$ cat src/rtl/mux_pipe_nto1_if.sv
// ---------------------------------------------------------------------------
// mux_pipe_nto1_if
// Bundles the selector's data/control inputs and its registered outputs.
//   master : drives in_data, sel, in_valid, en, flush; observes outputs
//   slave  : the selector itself (consumes inputs, drives outputs)
// ---------------------------------------------------------------------------
interface mux_pipe_nto1_if #(
    parameter int WIDTH  = 32,
    parameter int NUM_IN = 4,
    parameter int SEL_W  = 2
);
    logic [NUM_IN*WIDTH-1:0] in_data;   // channel k = in_data[k*WIDTH +: WIDTH]
    logic [SEL_W-1:0]        sel;
    logic                    in_valid;
    logic                    en;        // 0 = whole pipeline stalls
    logic                    flush;     // clears every valid/err bit
    logic [WIDTH-1:0]        out_data;
    logic                    out_valid;
    logic                    sel_err;   // output beat had sel >= NUM_IN

    modport master (
        output in_data, sel, in_valid, en, flush,
        input  out_data, out_valid, sel_err
    );

    modport slave (
        input  in_data, sel, in_valid, en, flush,
        output out_data, out_valid, sel_err
    );
endinterface

$ cat src/rtl/mux_pipe_nto1.sv
// ---------------------------------------------------------------------------
// mux_pipe_nto1
// Registered N-to-1 word selector with valid tracking, stall and flush.
// A combinational pick feeds LATENCY register stages of {data, valid, err}.
// Ports:
//   Clk   : clock, rising edge
//   Reset : asynchronous active-high clear of every stage
//   bus   : mux_pipe_nto1_if.slave (in_data, sel, in_valid, en, flush ->
//           out_data, out_valid, sel_err)
// ---------------------------------------------------------------------------
module mux_pipe_nto1 #(
    parameter int WIDTH           = 32,
    parameter int NUM_IN          = 4,
    parameter int SEL_W           = 2,
    parameter int LATENCY         = 1,
    parameter int HOLD_ON_INVALID = 1
) (
    input  logic            Clk,
    input  logic            Reset,
    mux_pipe_nto1_if.slave  bus
);

    // Elaboration-time sanity checks
    if ((2 ** SEL_W) < NUM_IN) begin : g_bad_sel_w
        $error("mux_pipe_nto1: SEL_W too narrow for NUM_IN");
    end
    if (LATENCY < 1 || LATENCY > 3) begin : g_bad_latency
        $error("mux_pipe_nto1: LATENCY must be 1..3");
    end
    if (NUM_IN < 2) begin : g_bad_num_in
        $error("mux_pipe_nto1: NUM_IN must be >= 2");
    end

    localparam logic [SEL_W:0] NUM_IN_C = (SEL_W+1)'(NUM_IN);

    // Stage 0: combinational pick. Unused select codes yield all-zero data
    // rather than aliasing onto a real channel.
    logic [WIDTH-1:0] pick_word;
    logic             pick_err;

    always_comb begin
        pick_word = '0;
        for (int k = 0; k < NUM_IN; k++) begin
            if (bus.sel == SEL_W'(k)) pick_word = bus.in_data[k*WIDTH +: WIDTH];
        end
        pick_err = bus.in_valid && ({1'b0, bus.sel} >= NUM_IN_C);
    end

    // Register stages: index 0 is fed by the pick, index i by stage i-1.
    logic [LATENCY-1:0]            vld_q, vld_d, err_q, err_d;
    logic [LATENCY-1:0][WIDTH-1:0] data_q, data_d;
    logic [LATENCY-1:0]            src_vld, src_err;
    logic [LATENCY-1:0][WIDTH-1:0] src_data;

    always_comb begin
        src_vld[0]  = bus.in_valid;
        src_err[0]  = pick_err;
        src_data[0] = pick_word;
        for (int i = 1; i < LATENCY; i++) begin
            src_vld[i]  = vld_q[i-1];
            src_err[i]  = err_q[i-1];
            src_data[i] = data_q[i-1];
        end
    end

    always_comb begin
        vld_d  = vld_q;
        err_d  = err_q;
        data_d = data_q;
        if (bus.en) begin
            vld_d = src_vld;
            err_d = src_err;
            for (int i = 0; i < LATENCY; i++) begin
                // In hold mode a stage only takes data behind a valid beat,
                // so the output keeps the last valid word through bubbles.
                if (HOLD_ON_INVALID == 0 || src_vld[i]) data_d[i] = src_data[i];
            end
        end
        // Flush beats stall: valid/err always clear, and in hold mode the
        // data registers are left untouched as well.
        if (bus.flush) begin
            vld_d = '0;
            err_d = '0;
            if (HOLD_ON_INVALID != 0) data_d = data_q;
        end
    end

    always_ff @(posedge Clk or posedge Reset) begin
        if (Reset) begin
            vld_q  <= '0;
            err_q  <= '0;
            data_q <= '0;
        end else begin
            vld_q  <= vld_d;
            err_q  <= err_d;
            data_q <= data_d;
        end
    end

    assign bus.out_data  = data_q[LATENCY-1];
    assign bus.out_valid = vld_q[LATENCY-1];
    assign bus.sel_err   = err_q[LATENCY-1];

endmodule

$ cat src/flat_wrapper.sv
// flat-port wrapper written by rule: the top's interface ports become plain ports
module mux_pipe_nto1_flat 
#(
    parameter int WIDTH           = 32,
    parameter int NUM_IN          = 4,
    parameter int SEL_W           = 2,
    parameter int LATENCY         = 1,
    parameter int HOLD_ON_INVALID = 1
)
  (Clk, Reset, bus_in_data, bus_sel, bus_in_valid, bus_en, bus_flush, bus_out_data, bus_out_valid, bus_sel_err);
  mux_pipe_nto1_if #(.WIDTH(WIDTH), .NUM_IN(NUM_IN), .SEL_W(SEL_W)) bus_i ();
  input  logic Clk;
  input  logic Reset;
  input wire logic [$bits(bus_i.in_data)-1:0] bus_in_data;
  input wire logic [$bits(bus_i.sel)-1:0] bus_sel;
  input wire logic [$bits(bus_i.in_valid)-1:0] bus_in_valid;
  input wire logic [$bits(bus_i.en)-1:0] bus_en;
  input wire logic [$bits(bus_i.flush)-1:0] bus_flush;
  output wire logic [$bits(bus_i.out_data)-1:0] bus_out_data;
  output wire logic [$bits(bus_i.out_valid)-1:0] bus_out_valid;
  output wire logic [$bits(bus_i.sel_err)-1:0] bus_sel_err;
  assign bus_i.in_data = bus_in_data;
  assign bus_i.sel = bus_sel;
  assign bus_i.in_valid = bus_in_valid;
  assign bus_i.en = bus_en;
  assign bus_i.flush = bus_flush;
  assign bus_out_data = bus_i.out_data;
  assign bus_out_valid = bus_i.out_valid;
  assign bus_sel_err = bus_i.sel_err;
  mux_pipe_nto1 #(.WIDTH(WIDTH), .NUM_IN(NUM_IN), .SEL_W(SEL_W), .LATENCY(LATENCY), .HOLD_ON_INVALID(HOLD_ON_INVALID)) u_core (.Clk(Clk), .Reset(Reset), .bus(bus_i));
endmodule
$ cat config.mk
export PLATFORM = sky130hd
export DESIGN_NAME = mux_pipe_nto1_flat
export DESIGN_NICKNAME = d
export VERILOG_FILES = /design/src/rtl/mux_pipe_nto1_if.sv /design/src/rtl/mux_pipe_nto1.sv /design/src/flat_wrapper.sv
export SDC_FILE = /design/constraint.sdc
export NUM_CORES = 1
export LEC_CHECK = 0
export CAP_MARGIN = 20
export CORE_ASPECT_RATIO = 0.5
export CORE_MARGIN = 3
export CORE_UTILIZATION = 34
export CTS_BUF_LIST = sky130_fd_sc_hd__clkbuf_4 sky130_fd_sc_hd__clkbuf_8 sky130_fd_sc_hd__clkbuf_16
export DETAILED_ROUTE_END_ITERATION = 16
export PLACE_DENSITY = 0.92
export SLEW_MARGIN = 20
export SYNTH_ARGS = -nofsm -noshare
export SYNTH_HDL_FRONTEND = slang
export SYNTH_SLANG_ARGS = --single-unit
$ cat constraint.sdc
create_clock -name Clk -period 1.2 [get_ports Clk]
set_input_delay 0.36 -clock Clk [delete_from_list [all_inputs] [get_ports Clk]]
set_output_delay 0.36 -clock Clk [all_outputs]
set_load 0.01 [all_outputs]
==> impl_metrics.py, run 1 <==
metrics = {
    "drt": {
        "vias_per_cell": 4.943,
        "drt_iter0_markers": 102,
        "num_vias": 1923,
        "routedWlPerCell_um": 22.02,
        "detail-route-antenna-nets": 0,
        "finalWirelength_um": 8566,
        "drc_errors": 0,
        "firstDrtPassIters": 4,
    },
    "timing": {
        "clock_skew_ns": 0,
        "finalHoldViolCount": 0,
        "finalCritPeriodShare": 1.045,
        "final-setup-viol-count": 32,
        "fin_ws_ns": -0.05454,
        "setup_tns_ns": -0.7636,
        "drv_slew": 0,
        "grt_setup_unrepaired": "true",
        "min_period_ns": 1.255,
        "max_freq_mhz": 797.1,
    },
    "setup_path": {
        "crit_top_cell": "buf_12",
        "crit_slowest_cell": "mux4_2",
        "criticalPathCategory": "primary input to flip-flop",
        "required_ns": 1.36,
        "worstReg2RegEnd": "u_core.bus.out_data[18]",
        "start_kind": "primary input",
        "cp_slowest_stage_delay_ns": 0.51,
        "crit_chain": "buf_12, buf_12, mux4_2, mux2_4",
        "critical_path.endpoint_type": "flip-flop",
        "worst-path-max-fanout": 5,
        "reg2regPathDepth": 2,
        "worstPathArrival_ns": 1.41,
        "r2r-start": "u_core.bus.out_data[18]",
        "rrSetupSlack_ns": 0.29,
    },
    "clocking": {
        "path_clk_slew_ns": 0.05,
        "hold_buffers": 0,
        "cts_tree": "built",
        "cts_root_buf": "clkbuf_16",
        "clockBufferDepth": 2,
        "numCtsBuffers": 5,
        "clk_latency_ns": 0.27,
        "numClockSinks": 33,
        "htreeDepth": 2,
    },
    "power_and_ir_drop": {
        "leakage_nw": 1.953,
        "cellPowerDensity_nw_per_um2": 1123,
        "vdd_drop_max_uv": 643.4,
    },
    "global_route": {
        "grt_max_degree": 34,
        "antenna_found_initial": 1,
        "grt_first_pass_wirelength_um": 13230,
        "grt_pass1_vias": 2279,
        "grt_overflow": 0,
        "grt_util_all_layers": 0.2347,
    },
    "place": {
        "place_congestion": 0.8284,
        "portBuffers": 167,
        "dp_hpwl_um": 6257,
    },
    "floorplan": {
        "num_rows": 19,
        "fp.dieH_um": 62.44,
        "io-pin-count": 169,
        "start_util": 0.3734,
        "die-area_um2": 7422,
        "die_w_um": 118.9,
        "core_area_um2": 5801,
    },
    "run_status": {
        "violations": "negative setup slack",
        "status": "finished, violations left",
    },
    "logic_synthesis": {
        "yosysWarnings": 0,
        "synth_cell_types": 16,
        "synth_seq_cells": 33,
        "syn_avg_cell_area_um2": 19.00,
        "netlist_instances": 114,
        "ys_seq_area_frac": 0.3813,
        "syn_nets": 249,
        "netlist_area_um2": 2166,
    },
    "run": {
        "maxCapViolations": 0,
    },
    "min_path": {
        "hold_path_class": "primary input to flip-flop",
        "hp-start": "bus_flush",
        "worstHoldEndpoint": "u_core.bus.out_valid",
        "hold_depth": 2,
    },
    "layout": {
        "final_core_util": 0.6941,
        "mostFrequentLayoutCells": "dlygate4sd2_1, buf_2, dfrtp_1",
        "drive_above_1_share": 0.4539,
        "nets": 439,
        "area_delta_synth_final_pct": 85.90,
        "layout_commonest_cell": "dlygate4sd2_1",
    },
}
logic make-up after synthesis:
group / after synthesis / synth area share
mux: 65 / 0.5592
simple gates: 2 / 0.005776
flops: 33 / 0.3813
other cells: 1 / 0.001731
buf+inv: 13 / 0.05199
critical path, delay by kind of cell:
kind / cells / cell delay, ns
mux: 2 / 0.79
buf+inv: 2 / 0.25
Yosys cell counts:
cell | instances | area share
conb_1 | 1 | 0.0017
clkbuf_1 | 1 | 0.0017
nor2_1 | 1 | 0.0017
and3b_1 | 1 | 0.0040
mux4_1 | 2 | 0.024
buf_6 | 1 | 0.0052
buf_4 | 1 | 0.0035
mux4_2 | 30 | 0.31
mux2i_1 | 1 | 0.0046
buf_12 | 3 | 0.028
inv_1 | 1 | 0.0017
buf_1 | 3 | 0.0052
buf_2 | 3 | 0.0069
mux2_4 | 30 | 0.21
dfrtp_1 | 33 | 0.38
mux2_2 | 2 | 0.010
sequential cells by signal (all words and copies together) (netlist names):
| name | cells |
|---|---|
| u_core.bus.out_data | 32 |
| u_core.bus.out_valid | 1 |
area by class of cell:
type | count | area, um^2
diodes | 1 | 2.502
clock buffers | 7 | 146.4
fillers | 441 | 1774
inverters | 1 | 3.754
multi-input cells | 68 | 1229
flip-flops and latches | 33 | 825.8
well taps | 84 | 105.1
repair buffers | 195 | 1714
metrics by stage:
stage	total power, mW	area (um^2)	setup WS [ns]	instances	hold slack [ns]
after floorplan	2.317	2175	-0.2570	114	0.4264
after global placement	3.455	4023	-0.5915	372	0.4924
after detailed placement	3.519	4023	-0.6452	372	0.4903
after CTS	4.508	4039	-0.04240	388	0.2476
after global routing	4.699	4026	-0.07162	389	0.2636
final	4.521	4026	-0.05454	389	0.2469
repair_timing:
action,CTS,global route
endpoints found under the setup margin,65,35
setup buffers,5,1
resized for setup,298,1
hold endpoints to repair,0,0
gates cloned,4,0
pin swaps,1,0
how the worst max path moves through the flow:
stage / from / end / slack [ns] / cells past startpoint
after floorplan: bus_sel[0] / u_core.bus.out_data[10] / -0.26 / 4
after global placement: bus_sel[1] / u_core.bus.out_data[9] / -0.59 / 4
after detailed placement: bus_sel[1] / u_core.bus.out_data[25] / -0.65 / 4
after CTS: bus_sel[0] / u_core.bus.out_data[25] / -0.04 / 4
after global routing: bus_sel[0] / u_core.bus.out_data[16] / -0.07 / 4
final: bus_sel[0] / u_core.bus.out_data[0] / -0.05 / 4
report_power, final:
part / internal [mW] / switching, mW
clock: 0.837 / 0.450
combinational: 1.09 / 0.608
sequential: 1.37 / 0.159
total: 3.30 / 1.22
metal layers:
metal / global-route usage / routed length (um)
met2: 0.4537 / 4802
met1: 0.2539 / 3065
met5: 0 / 0
met4: 0.07359 / 191
met3: 0.05606 / 506
(Power assumes the default switching activity.)
==> run 2, diff against run 1 <==
--- a/config.mk
+++ b/config.mk
@@ -11,8 +11,8 @@
 export CORE_UTILIZATION = 34
 export CTS_BUF_LIST = sky130_fd_sc_hd__clkbuf_4 sky130_fd_sc_hd__clkbuf_8 sky130_fd_sc_hd__clkbuf_16
 export DETAILED_ROUTE_END_ITERATION = 16
+export GPL_TIMING_DRIVEN = 0
 export PLACE_DENSITY = 0.92
-export SLEW_MARGIN = 20
 export SYNTH_ARGS = -nofsm -noshare
 export SYNTH_HDL_FRONTEND = slang
 export SYNTH_SLANG_ARGS = --single-unit
==> run 2 against run 1 <==
  * The flow still finishes with violations (negative setup slack)
  * Global-route usage decreased by 0.58 points
  * Combinational power is essentially flat
  * Routed wire length is 3.4% lower
  * Flip-flop and latch count unchanged
  * Sequential power about the same
==> impl_metrics.py, run 2 (synthesis results as in run 1) <==
metrics = {
    "run_status": {
        "violations": "negative setup slack",
        "status": "finished, violations left",
    },
    "timing": {
        "drv_slew": 0,
        "fin_ws_ns": -0.1045,
        "clock_skew_ns": 0,
        "finalCritPeriodShare": 1.087,
        "setup_tns_ns": -2.084,
        "final-setup-viol-count": 31,
        "grt_setup_unrepaired": "true",
        "max_freq_mhz": 766.6,
        "min_period_ns": 1.305,
        "finalHoldViolCount": 0,
    },
    "setup_path": {
        "start_kind": "primary input",
        "reg2regPathDepth": 2,
        "worst-path-max-fanout": 5,
        "worstPathArrival_ns": 1.47,
        "crit_family": "multiplexers",
        "crit_chain": "buf_12, buf_12, buf_12, mux4_2, mux2_4",
        "required_ns": 1.36,
        "crit_slowest_cell": "mux4_2",
        "rrSetupSlack_ns": 0.29,
        "critical_path.endpoint_type": "flip-flop",
        "cp.buffers_inverters": 3,
        "crit_top_cell": "buf_12",
        "criticalPathCategory": "primary input to flip-flop",
        "r2r-start": "u_core.bus.out_data[13]",
        "worstReg2RegEnd": "u_core.bus.out_data[13]",
        "cp_slowest_stage_delay_ns": 0.50,
    },
    "min_path": {
        "hp-start": "bus_flush",
        "hold_path_class": "primary input to flip-flop",
        "worstHoldEndpoint": "u_core.bus.out_valid",
        "hold_depth": 3,
    },
    "layout": {
        "largest_reg_flops": 32,
        "nets": 449,
        "final_core_util": 0.7360,
        "antenna_cells": 0,
        "layout_commonest_cell": "dlygate4sd2_1",
        "drive_above_1_share": 0.4730,
        "mostFrequentLayoutCells": "dlygate4sd2_1, buf_2, dfrtp_1",
        "area_delta_synth_final_pct": 97.11,
    },
    "global_route": {
        "use_met3": 0.05244,
        "grt_overflow": 0,
        "grt_util_all_layers": 0.2289,
        "grt_use_met2": 0.4375,
        "grt.busiest_layer": "met2",
        "grt_max_degree": 24,
        "grt_first_pass_wirelength_um": 13030,
        "grt_pass1_vias": 2261,
        "grt_util_met1": 0.2589,
        "antenna_found_initial": 0,
    },
    "floorplan": {
        "fp.dieH_um": 62.44,
        "start_util": 0.3734,
        "die-area_um2": 7422,
        "num_rows": 19,
        "die_w_um": 118.9,
        "core_area_um2": 5801,
        "io-pin-count": 169,
    },
    "clocking": {
        "numClockSinks": 33,
        "clk_latency_ns": 0.28,
        "htreeDepth": 2,
        "numCtsBuffers": 5,
        "cts_tree": "built",
        "clockBufferDepth": 2,
        "path_clk_slew_ns": 0.05,
        "cts_root_buf": "clkbuf_16",
    },
    "drt": {
        "detail-route-antenna-nets": 0,
        "routedWlPerCell_um": 20.74,
        "drc_errors": 0,
        "firstDrtPassIters": 3,
        "drt_iter0_markers": 80,
        "vias_per_cell": 4.762,
        "finalWirelength_um": 8277,
        "num_vias": 1900,
    },
    "run": {
        "maxCapViolations": 0,
    },
    "place": {
        "portBuffers": 166,
        "dp_hpwl_um": 5985,
        "place_congestion": 0.7676,
    },
    "power_and_ir_drop": {
        "leakage_nw": 2.060,
        "cellPowerDensity_nw_per_um2": 1076,
        "vdd_drop_max_uv": 624.3,
    },
}
## run 2: through the flow
| stage | hold slack (ns) | power (mW) | area, um^2 | setup WS [ns] | std cells |
|---|---|---|---|---|---|
| detailed placement | 0.4969 | 3.433 | 3969 | -1.106 | 365 |
| global placement | 0.4905 | 3.372 | 3941 | -1.059 | 364 |
| CTS | 0.2167 | 4.532 | 4242 | -0.1041 | 394 |
| floorplan | 0.4264 | 2.317 | 2175 | -0.2570 | 114 |
| finish | 0.3000 | 4.593 | 4269 | -0.1045 | 399 |
| global route | 0.3131 | 4.796 | 4269 | -0.1278 | 399 |
## run 2: worst min-delay path, delay by kind of cell
kind,cells,cell delay [ns]
buf+inv,2,0.15
simple gates,1,0.03
## run 2: power by group
group	internal (mW)	leakage, nW	switching (mW)	total [mW]
clock	0.878	0.0799	0.465	1.34
sequential	1.37	0.392	0.158	1.53
combinational	1.11	1.59	0.610	1.72
total	3.36	2.06	1.23	4.59
## run 2: area by class of cell
class                   instances  area [um^2]
fillers                       403         1531
multi-input cells              68         1229
plain buffers                  11        181.4
well taps                      84        105.1
repair buffers                194         1767
clock buffers                   7        152.6
clock inverters                 1        5.005
flip-flops and latches         33        825.8
inverters                       1        3.754
## run 2: per-layer routing
layer  share of wire  wire length, um  vias to the layer above
met5               0                0                        -
met4           0.015              123                        0
met3           0.044              368                       14
met2            0.56             4628                       64
met1            0.38             3156                      959
li1                -                -                      863
## run 2: worst max path at each step
stage	from	end	slack, ns	depth (start not counted)
floorplan	bus_sel[0]	u_core.bus.out_data[10]	-0.26	4
global placement	bus_sel[1]	u_core.bus.out_data[24]	-1.06	4
finish	bus_sel[0]	u_core.bus.out_data[25]	-0.10	5
detailed placement	bus_sel[1]	u_core.bus.out_data[29]	-1.11	4
global route	bus_sel[0]	u_core.bus.out_data[27]	-0.13	5
CTS	bus_sel[0]	u_core.bus.out_data[25]	-0.10	5
## run 2: repair_timing
action | CTS | global route
setup endpoints to repair | 65 | 36
pin swaps | 1 | 1
hold buffers | 0 | 0
buffers inserted | 16 | 6
resized for setup | 315 | 2
cloned | 6 | 0
==> variant 1, RTL diff (settings of run 1) <==
`WIDTH` is set to 32 in 3 places; all go to 16.
--- a/src/rtl/mux_pipe_nto1_if.sv
+++ b/src/rtl/mux_pipe_nto1_if.sv
@@ -7,3 +7,3 @@
 interface mux_pipe_nto1_if #(
-    parameter int WIDTH  = 32,
+    parameter int WIDTH  = 16,
     parameter int NUM_IN = 4,
--- a/src/rtl/mux_pipe_nto1.sv
+++ b/src/rtl/mux_pipe_nto1.sv
@@ -11,3 +11,3 @@
 module mux_pipe_nto1 #(
-    parameter int WIDTH           = 32,
+    parameter int WIDTH           = 16,
     parameter int NUM_IN          = 4,
--- a/src/flat_wrapper.sv
+++ b/src/flat_wrapper.sv
@@ -3,3 +3,3 @@
 #(
-    parameter int WIDTH           = 32,
+    parameter int WIDTH           = 16,
     parameter int NUM_IN          = 4,
Ports: changed (resized bus_in_data and bus_out_data); port bits go from 169 to 89. The function was not compared with the original's and may differ.
==> variant 1 against run 1 <==
  * The run still ends with setup timing left
  * Sequential cell count shrank 16
  * Wire length is 51% lower
  * Fmax increased by 2.1%
  * Synthesized area decreased by 49%
  * Worst setup slack gained 0.026 ns
  * Power is 53% lower
  * Combinational power shrank 47%
  * Critical path type unchanged
  * Final area down 48%
  * Sequential power shrank 49%
  * Largest cell class unchanged
  * Non-clock buffer count decreased by 90
  * Count of clock-buffer cells in the layout decreased by 4
==> variant 1: results (changes against run 1) <==
| Metric | Value |
|---|---|
| Max reg flops | `16 (-50%)` |
| Port bufs | `87 (-48%)` |
| Clk root buf | `clkbuf_8` |
| Setup violators final | `10 (-69%)` |
| Top cells by area, synth | `dfrtp_1 38%, mux4_2 20%, mux4_1 14%, mux2_4 13%, mux2_2 6.1%` |
| H-tree Lvls | `1 (-1)` |
| Ys flop type | `dfrtp_1` |
| Later-pin clock latency in the skew report | `0.25 ns (-0.02 ns)` |
| WP data arrival | `1.37 ns (-0.04 ns)` |
| Total Routing Usage GR | `22.1% (-1.4 points)` |
| CTS buffer count | `3 (-2)` |
| Vias in the first global route | `1160 (-49%)` |
| First-pass iteration count of the detailed router | `4 (unchanged)` |
| Initial antenna violation count | `0 (-1)` |
| CP max-delay cell | `mux4_2` |
| Failing checks | `setup timing` |
| Layout fillers | `199 (-55%)` |
| Dpl hpwl | `3170 um (-49%)` |
| First-pass GRT wire length | `6320 um (-52%)` |
| Crit path max fanout | `8 (+3)` |
| List of most frequent post-synthesis cells | `17 x dfrtp_1, 10 x mux2_4, 10 x mux4_2` |
| LEAKAGE | `1.02 nW (-48%)` |
| Post-synth EDFFs | `0 (unchanged)` |
| Final Routed Wirelength | `4220 um (-51%)` |
| Layout cell share with drive strength beyond 1 | `45.4% (about the same)` |
| Post-synthesis sequential area ratio | `38.2% (+0.074 points)` |
| Post-route setup slack | `-0.0287 ns (+0.0258 ns)` |
| Status | `finished, violations left` |
| Clock slew at reported path FFs | `0.07 ns (+0.02 ns)` |
| NetSw | `0.000611 W (-50%)` |
| Via count | `1030 (-46%)` |
| Peak supply drop | `708 uV (+10%)` |
| Ant diodes | `0 (-1)` |
| Synthesized instance count | `61 (-46%)` |
| Placer Congestion | `0.681 (-18%)` |
| Initial DRC Count | `41 (-60%)` |
| Nets | `235 (-46%)` |
| DRC viols | `0 (unchanged)` |
| Largest net degree at the start of global routing | `18 (-47%)` |
| Post-Syn Nets | `132 (-47%)` |
| CP peak stage delay | `0.51 ns (about the same)` |
variant 1: cell types whose count changed after synthesis:
cell	change
buf_1	-3
buf_12	-2
buf_2	-1
clkbuf_2	+1
dfrtp_1	-16
mux2_2	+4
mux2_4	-20
mux4_1	+4
mux4_2	-20
variant 1: path summary, 6_finish.rpt:
check | cells past startpoint | from | endpoint | slack, ns
setup / recovery | 4 | bus_sel[0] | u_core.bus.out_data[14]$_DFFE_PP0P_ | -0.03
hold reg to reg | 1 | u_core.bus.out_data[4]$_DFFE_PP0P_ | u_core.bus.out_data[4]$_DFFE_PP0P_ | 0.52
hold / removal | 2 | bus_flush | u_core.bus.out_valid$_DFFE_PP0P_ | 0.35
setup reg to reg | 3 | u_core.bus.out_data[12]$_DFFE_PP0P_ | u_core.bus.out_data[12]$_DFFE_PP0P_ | 0.21
max in group asynchronous | 3 | Reset | u_core.bus.out_data[5]$_DFFE_PP0P_ | 0.66
min in group asynchronous | 3 | Reset | u_core.bus.out_data[8]$_DFFE_PP0P_ | 0.41
variant 1: kinds of logic after synthesis:
logic type / share of synthesized area, %
other: 0.337
AND/OR/NAND/NOR: 1.12
multiplexers: 54.8
flip-flops: 38.2
buffers and inverters: 5.50
variant 1: timing repair:
action,in CTS,in global routing
buffers inserted,5,0
setup endpoints to repair,33,16
pin swaps,1,0
resized for setup,165,1
gates cloned,3,0
variant 1: final cells by class:
cell class / instances / area (um^2) / share of cell area (%)
sequential: 17 / 425 / 20.5
inverter: 1 / 3.75 / 0.181
clock buffer: 3 / 41.3 / 1.99
multi-input combinational: 36 / 628 / 30.2
tap: 37 / 46.3 / 2.23
clock inverter: 1 / 5.00 / 0.241
timing repair buffer: 105 / 927 / 44.6
variant 1: metrics by stage:
step           TNS (ns)  util (%)  cells  instance area, um^2  setup WS [ns]
3_5_place_dp     -13.65      73.3    188                 2090         -0.866
2_1_floorplan     -3.51         -     61                 1120         -0.253
5_1_grt          -0.391      73.0    200                 2080        -0.0462
3_3_place_gp     -12.81      73.3    188                 2090         -0.790
4_1_cts          -0.228      73.1    200                 2080        -0.0318
6_report         -0.161      73.0    200                 2080        -0.0287
variant 1: per-layer routing:
metal,global-route usage (%),wire (um)
met2,43.6,2370
met4,7.76,116
met3,3.57,135
met1,24.8,1600
met5,0,0
variant 1: power groups by stage:
stage / combinational, W / sequential [W] / clock [W]
2_1_floorplan: 0.000313 / 0.000840 / 0
3_3_place_gp: 0.000950 / 0.000777 / 0
3_5_place_dp: 0.000977 / 0.000788 / 0
4_1_cts: 0.000906 / 0.000778 / 0.000446
5_1_grt: 0.000950 / 0.000793 / 0.000476
6_report: 0.000904 / 0.000781 / 0.000450
==> variant 2, RTL diff (config.mk and constraints of run 1) <==
Made on the original files. Reset style: synchronous (`Reset`), changed in one clocked block. Comments in the files are not updated.
--- a/src/rtl/mux_pipe_nto1.sv
+++ b/src/rtl/mux_pipe_nto1.sv
@@ -87,3 +87,3 @@
 
-    always_ff @(posedge Clk or posedge Reset) begin
+    always_ff @(posedge Clk) begin
         if (Reset) begin
Behaviour: differs if Reset is asserted again (counterexample within 4 cycles, from zero or initial values and one cycle with Reset high); with Reset held inactive, the same outputs for 10 cycles.
==> variant 2 against run 1 <==
  * Synthesized cell count rose by 5.3%
  * Final area decreased by 11%
  * Hold slack better by 0.16 ns
  * Sequential cell count unchanged
  * Wire length shrank 0.90%
  * Synthesized area shrank 15%
  * Worst setup slack improved by 0.057 ns
Power is not compared: it rests on default switching activity, and its combinational part moved more than twofold at a synthesized area within 25%.
==> variant 2: results (changes against run 1) <==
| Metric | Value |
|---|---|
| Inst Count DP | `350 (-5.9%)` |
| First-pass iteration count of the detailed router | `5 (+1)` |
| Post-Syn Nets | `255 (+2.4%)` |
| FFs w/ async S/R, synth | `0% (-100 points)` |
| Initial DRC Count | `113 (+11%)` |
| Via count | `2046 (+6.4%)` |
| WP data arrival | `1.37 ns (-0.04 ns)` |
| Setup repair bufs after CTS | `0 (-5)` |
| Nets | `427 (-2.7%)` |
| Post-synthesis sequential area ratio | `35.8% (-2.3 points)` |
| Later-pin clock latency in the skew report | `0.29 ns (+0.02 ns)` |
| Crit path max fanout | `6 (+1)` |
| Placer Congestion | `0.813 (-1.8%)` |
| Clock slew at reported path FFs | `0.07 ns (+0.02 ns)` |
| Reg2reg start | `u_core.bus.out_data[6]$_SDFFE_PP0P_` |
| Dpl hpwl | `6110 um (-2.4%)` |
| Clk root buf | `clkbuf_8` |
| Vias in the first global route | `2313 (+1.5%)` |
| Total Routing Usage GR | `27.0% (+3.6 points)` |
| Layout cell share with drive strength beyond 1 | `33.2% (-12 points)` |
| First-pass GRT wire length | `12700 um (-4.2%)` |
| Routed WL per cell | `23.4 um (+6.2%)` |
| Status | `finished clean` |
| Post-Place Cell Area | `3650 um^2 (-9.3%)` |
| Top cells by area, synth | `mux4_2 39%, dfxtp_1 36%, a32o_1 17%, buf_6 2.4%, clkbuf_1 1.8%` |
| Final non-filler cell total | `363 (-6.7%)` |
| List of most frequent post-synthesis cells | `33 x dfxtp_1, 32 x a32o_1, 32 x mux4_2` |
| Post-synth cell types | `13 (-3)` |
| Largest net degree at the start of global routing | `33 (-2.9%)` |
| Syn Area/Cell | `15.4 um^2 (-19%)` |
variant 2: cell families (layout without fill, tap and decap cells):
group / after synthesis / count (layout) / synth area share (%)
AOI/OAI and AO/OA: 32 / 32 / 17.4
buffers and inverters: 18 / 190 / 5.69
DFF: 33 / 33 / 35.8
muxes: 33 / 33 / 39.6
other: 1 / 2 / 0.203
and+or+nand+nor: 3 / 3 / 1.36
variant 2: cell type report:
class | instances | area [um^2]
multi-input combinational | 69 | 1080
sequential | 33 | 669
tap | 70 | 87.6
inverter | 1 | 3.75
fill | 409 | 1500
antenna | 1 | 2.50
timing repair buffer | 182 | 1660
clock buffer | 7 | 90.1
variant 2: worst paths after layout:
kind,to,slack [ns]
max,u_core.bus.out_data[17]$_SDFFE_PP0P_,0.002
min,u_core.bus.out_valid$_SDFFE_PP0P_,0.41
max reg2reg,u_core.bus.out_data[6]$_SDFFE_PP0P_,0.46
min reg2reg,u_core.bus.out_data[4]$_SDFFE_PP0P_,0.49
variant 2: what timing repair did:
action | CTS | global route
gates cloned | 4 | 1
hold buffers | 0 | 0
pin swaps | 29 | 7
gates resized for setup | 282 | 5
setup endpoints to repair | 65 | 6
variant 2: layer usage:
| metal | global-route usage, % | part of all wire, % |
|---|---|---|
| met3 | 5.90 | 5.8 |
| met4 | 8.42 | 2.4 |
| met1 | 29.2 | 34 |
| met5 | 0 | 0 |
| met2 | 52.8 | 57 |
variant 2: worst max-delay path, stage by stage:
cell and delay, ns:
buf_12 0.12, buf_12 0.14, mux4_2 0.52, a32o_1 0.23
variant 2: stage by stage:
stage	TNS (ns)	utilization, %	hold slack [ns]
after floorplan	-6.01	-	0.437
after global placement	-17.52	71.7	0.477
after detailed placement	-19.05	71.7	0.484
after CTS	-0.0440	70.1	0.408
after global routing	-0.0273	70.5	0.435
final	0	70.5	0.408
variant 2: power breakdown:
part,switching (W),internal [W]
sequential,0.0000224,0.00114
combinational,0.000290,0.000542
clock,0.000434,0.000479
